**config.mk**
```make
export PLATFORM = sky130hd
export DESIGN_NAME = traceback_ctrl
export DESIGN_NICKNAME = d
export VERILOG_FILES = /design/src/rtl/viterbi_pkg.sv /design/src/rtl/traceback_ctrl.sv
export SDC_FILE = /design/constraint.sdc
export NUM_CORES = 1
export LEC_CHECK = 0
export BUFFER_PORTS_ARGS = -buffer_cell sky130_fd_sc_hd__buf_2
export CORE_MARGIN = 5
export CORE_UTILIZATION = 49
export DETAILED_ROUTE_END_ITERATION = 8
export PLACE_DENSITY = 0.89
export RECOVER_POWER = 25
export SLEW_MARGIN = 10
export SYNTH_ARGS = -nofsm -noshare
export SYNTH_HDL_FRONTEND = slang
export SYNTH_SLANG_ARGS = --single-unit
```
**constraint.sdc**
```tcl
create_clock -name clk -period 3.65 [get_ports clk]
set_input_delay 0.73 -clock clk [delete_from_list [all_inputs] [get_ports clk]]
set_output_delay 0.73 -clock clk [all_outputs]
set_load 0.1 [all_outputs]
```
**src/rtl/viterbi_pkg.sv**
```systemverilog
// Shared Viterbi decoder definitions: default trellis/survivor sizes, index types
// and the traceback controller state encoding.
package viterbi_pkg;

  localparam int K_DEF  = 5;
  localparam int M_DEF  = K_DEF - 1;
  localparam int S_DEF  = 1 << M_DEF;
  localparam int D_DEF  = 10;
  localparam int TW_DEF = (D_DEF > 1) ? $clog2(D_DEF) : 1;

  typedef logic [M_DEF-1:0]  state_idx_t;
  typedef logic [TW_DEF-1:0] time_idx_t;

  // Predecessor convention shared with the ACS and survivor_mem:
  // pred = {surv_bit, s[M-1:1]}.
  typedef enum logic [1:0] {
    IDLE  = 2'd0,
    TRACE = 2'd1,
    OUT   = 2'd2
  } tb_state_t;

endpackage

```
**src/rtl/traceback_ctrl.sv**
```systemverilog
// Survivor memory scheduler: writes ACS rows, traces back D rows from the best
// state once the memory is full, and hands one decoded bit downstream per row.
module traceback_ctrl
  import viterbi_pkg::*;
#(
  parameter int K = K_DEF,
  parameter int M = K - 1,
  parameter int S = 1 << M,
  parameter int D = D_DEF,
  localparam int TW = (D > 1) ? $clog2(D) : 1,
  localparam int FW = $clog2(D + 1)
) (
  input  logic          clk,
  input  logic          rst,
  input  logic          row_valid,
  output logic          row_ready,
  input  logic [S-1:0]  surv_row,
  input  logic [M-1:0]  best_state,
  output logic          mem_wr_en,
  output logic [S-1:0]  mem_row,
  input  logic [TW-1:0] mem_wr_ptr,
  output logic [M-1:0]  rd_state,
  output logic [TW-1:0] rd_time,
  input  logic          surv_bit,
  output logic          dec_valid,
  input  logic          dec_ready,
  output logic          dec_bit,
  output logic          busy
);

  localparam logic [TW-1:0] LAST_IDX = TW'(D - 1);
  localparam logic [FW-1:0] FULL_CNT = FW'(D);

  tb_state_t     state_q, state_d;
  logic [FW-1:0] fill_q, fill_d;
  logic [FW-1:0] fill_inc;
  logic [TW-1:0] t_q, t_d;
  logic [TW-1:0] k_q, k_d;
  logic [M-1:0]  s_q, s_d;
  logic          dec_bit_q, dec_bit_d;
  logic          accept;

  // row_ready stays low while rst is asserted so nothing is accepted in reset.
  assign row_ready = (state_q == IDLE) && !rst;
  assign accept    = row_valid && row_ready;
  assign mem_wr_en = accept;
  assign mem_row   = surv_row;
  assign fill_inc  = (fill_q == FULL_CNT) ? fill_q : fill_q + 1'b1;

  assign rd_state  = s_q;
  assign rd_time   = t_q;
  assign dec_valid = (state_q == OUT);
  assign dec_bit   = dec_bit_q;
  assign busy      = (state_q != IDLE);

  always_comb begin
    state_d   = state_q;
    fill_d    = fill_q;
    t_d       = t_q;
    k_d       = k_q;
    s_d       = s_q;
    dec_bit_d = dec_bit_q;

    case (state_q)
      IDLE: begin
        if (accept) begin
          fill_d = fill_inc;
          if (fill_inc == FULL_CNT) begin
            t_d     = mem_wr_ptr;
            s_d     = best_state;
            k_d     = '0;
            state_d = TRACE;
          end
        end
      end

      TRACE: begin
        s_d = {surv_bit, s_q[M-1:1]};
        t_d = (t_q == '0) ? LAST_IDX : t_q - 1'b1;
        k_d = k_q + 1'b1;
        // The oldest row's state LSB is the decoded bit, taken before the final step.
        if (k_q == LAST_IDX) begin
          dec_bit_d = s_q[0];
          state_d   = OUT;
        end
      end

      OUT: begin
        if (dec_ready) begin
          state_d = IDLE;
        end
      end

      default: begin
        state_d = IDLE;
      end
    endcase
  end

  always_ff @(posedge clk) begin
    if (rst) begin
      state_q   <= IDLE;
      fill_q    <= '0;
      t_q       <= '0;
      k_q       <= '0;
      s_q       <= '0;
      dec_bit_q <= 1'b0;
    end else begin
      state_q   <= state_d;
      fill_q    <= fill_d;
      t_q       <= t_d;
      k_q       <= k_d;
      s_q       <= s_d;
      dec_bit_q <= dec_bit_d;
    end
  end

endmodule
```
==> results.py <==
metrics = {
    "detailed_routing": {
        "drt-pass1-iter-count": 5,
        "drtIter0Drc": 28,
        "num_vias": 994,
        "route.final.wire_length_mm": 2.65,
        "drc": 0,
        "wire_per_inst_um": 15.2,
        "ant_nets": 0,
        "vias_per_cell": 5.71,
    },
    "die": {
        "boundaryPins": 58,
        "row_count": 18,
        "coreArea_um2": 2430,
        "die_w_um": 59.8,
        "die_y_um": 59.8,
        "initial_core_util": 0.499,
        "dieArea_um2": 3580,
    },
    "worst_hold_path": {
        "min_path_cells": 2,
        "min_path_type": "register to register",
    },
    "logic_synthesis": {
        "synthArstFlopShare": 0,
        "syn_nets": 170,
        "synth.area.top_cells": "dfxtp_1 31%, buf_4 9.9%, mux2i_1 4.9%",
        "synth_area_um2": 1210,
        "syn_inst": 137,
        "ys_types": 38,
        "avgSynthCellArea_um2": 8.87,
        "synth_ff_type": "dfxtp_1",
        "ys_warn_count": 0,
        "synth_area_leader_cell": "dfxtp_1",
        "synth-seq-area-share": 0.313,
        "ys_ff_latch": 19,
        "synth_edf_count": 0,
        "synth_top_area_share": 0.313,
    },
    "layout": {
        "drive_gt1_frac": 0.271,
        "area_growth_pct": 2.27,
        "final_nets": 178,
        "antenna_cells": 0,
        "postLayoutCellArea_um2": 1240,
    },
    "timing": {
        "finalClockSkew_ns": 0.00387,
        "post-route-min-period_ns": 2.69,
        "setup_tns_ns": 0,
        "worstMarginPinSlew_ns": 1.13,
        "rsz0062_at_grt": "no",
        "hold_violations": 0,
        "timing.slew.headroom": 0.244,
        "finalSetupViolations": 0,
        "layout_setup_ws_ns": 0.960,
        "max_freq_mhz": 372,
        "drv_slew": 0,
        "period_share": 0.737,
    },
    "placed_design": {
        "dp_hpwl_mm": 2.02,
        "place_area_um2": 1220,
        "io_buffers": 25,
        "dp_slack_ns": 1.15,
        "globalplace.congestion": 0.866,
    },
    "cts": {
        "cts_resized": 0,
        "cts.sink_count": 19,
        "cts-root-buf": "clkbuf_4",
        "cts_tree": "yes",
        "ctsHoldBuffers": 0,
        "cts_setup_buffers": 0,
        "clk-insertion-delay-late_ns": 0.29,
        "htreeDepth": 1,
        "cts_buffers": 3,
        "clkTransAtPathRegs_ns": 0.10,
        "clk_path_buf_depth": 2,
    },
    "critical_path": {
        "crit_arrival_ns": 1.96,
        "rr_worst_depth": 5,
        "criticalPathCategory": "primary input to primary output",
        "crit_path_end_kind": "primary output",
        "crit_path_start_kind": "primary input",
        "required_ns": 2.92,
        "cp_max_fo": 5,
    },
    "power_and_ir_drop": {
        "power_frac_comb": 0.124,
        "clkPwrFrac": 0.283,
        "p_leak_uw": 0.000518,
        "seq_power_share": 0.593,
        "power_density_nw_per_um2": 291,
        "p_sw_frac": 0.256,
        "switchingPower_uw": 92.5,
        "p_int_uw": 269,
        "ir_drop_uv": 204,
    },
    "global_routing": {
        "grt_pass1_vias": 1026,
        "gr-total-overflow": 0,
        "grtUsageTotal": 0.151,
        "grt_first_pass_wirelength_mm": 4.20,
        "antenna_found_initial": 0,
        "grt_max_degree": 24,
    },
    "run_status": {
        "status": "finished, final reports clean",
    },
    "flow_run": {
        "maxCapViolCount": 0,
    },
}
## path summary, 6_finish.rpt
path                     from          to  slack (ns)
setup / recovery    row_valid   mem_wr_en        0.96
hold / removal    rd_state[0]     dec_bit        0.50
setup reg to reg   state_q[0]  rd_time[1]        1.61
hold reg to reg   rd_state[0]     dec_bit        0.50
## logic make-up (layout without fill, tap and decap cells)
| family | after synthesis | count (layout) | synth area share |
|---|---|---|---|
| buffers and inverters | 26 | 33 | 0.141 |
| DFF | 19 | 19 | 0.313 |
| and+or+nand+nor | 45 | 45 | 0.198 |
| muxes | 6 | 6 | 0.0494 |
| adders and majority gates | 4 | 4 | 0.0412 |
| xor gates and xnor gates | 2 | 2 | 0.0144 |
| AOI/OAI and AO/OA | 35 | 35 | 0.243 |
## state kept, by name, indices dropped and copies added (netlist names)
signal / cells
fill_q: 4
k_q: 4
rd_state: 4
rd_time: 4
state_q: 2
dec_bit: 1
## per-layer routing
metal | vias to the layer above | track usage | wire [um]
met5 | - | 0 | 0
met4 | 0 | 0.0759 | 42
met3 | 8 | 0.0367 | 212
met2 | 39 | 0.281 | 1360
met1 | 465 | 0.154 | 1030
li1 | 482 | - | -
## cell usage in the layout, fill, tap and decap left out, drive strengths merged
master  netlist  routed
a32oi         1       1
a21oi         7       7
o211ai        1       1
xnor2         1       1
nor2b         3       3
nor3          6       6
a211oi        9       9
nand4         1       1
and3          1       1
dfxtp        19      19
and2b         1       1
nand2         7       7
inv           4       4
buf          19      25
ha            4       4
a21o          1       1
nand3         2       2
nand4b        1       1
o211a         1       1
clkbuf        3       4
a311oi        3       3
mux2i         6       6
nor2         16      16
a31oi         1       1
nand2b        3       3
o21ai        10      10
o31ai         1       1
nand3b        2       2
xor2          1       1
nor3b         1       1
or3           1       1
## layout make-up
class / instances / area (um2)
Timing Repair Buffer: 25 / 125
Multi-Input combinational cell: 92 / 658
Fill cell: 252 / 1190
Inverter: 4 / 15.0
Sequential cell: 19 / 380
Tap cell: 30 / 37.5
Clock buffer: 4 / 26.3
## power groups by stage
stage                     clock network [uW]  registers (uW)  logic, uW
after global routing                     113             215       48.3
after CTS                                106             214       45.0
after global placement                     0             219       43.4
after floorplan                            0             218        117
after detailed placement                   0             219       44.8
final                                    102             214       44.7
## per-stage QoR
stage               power, uW  hold slack [ns]   util  instances
finish                    361            0.495  0.511        174
floorplan                 335            0.475      -        137
detailed placement        264            0.486  0.502        170
global route              377            0.537  0.511        174
global placement          262            0.472  0.502        170
CTS                       365            0.496  0.513        174
## worst max-delay path: stages
cell	delay [ns]
buf_2	0.07
nor3b_1	0.41
and2b_2	0.29
buf_2	0.45
## synthesized netlist by cell type, drive strengths merged (2+ instances only)
library cell	count
nand2	7
a211oi	9
a311oi	3
nor2b	3
nor3	6
ha	4
nand3b	2
nor2	16
dfxtp	19
o21ai	10
buf	19
nand3	2
mux2i	6
a21oi	7
clkbuf	3
inv	4
nand2b	3
Note: power is estimated with default switching activity, not from simulation.
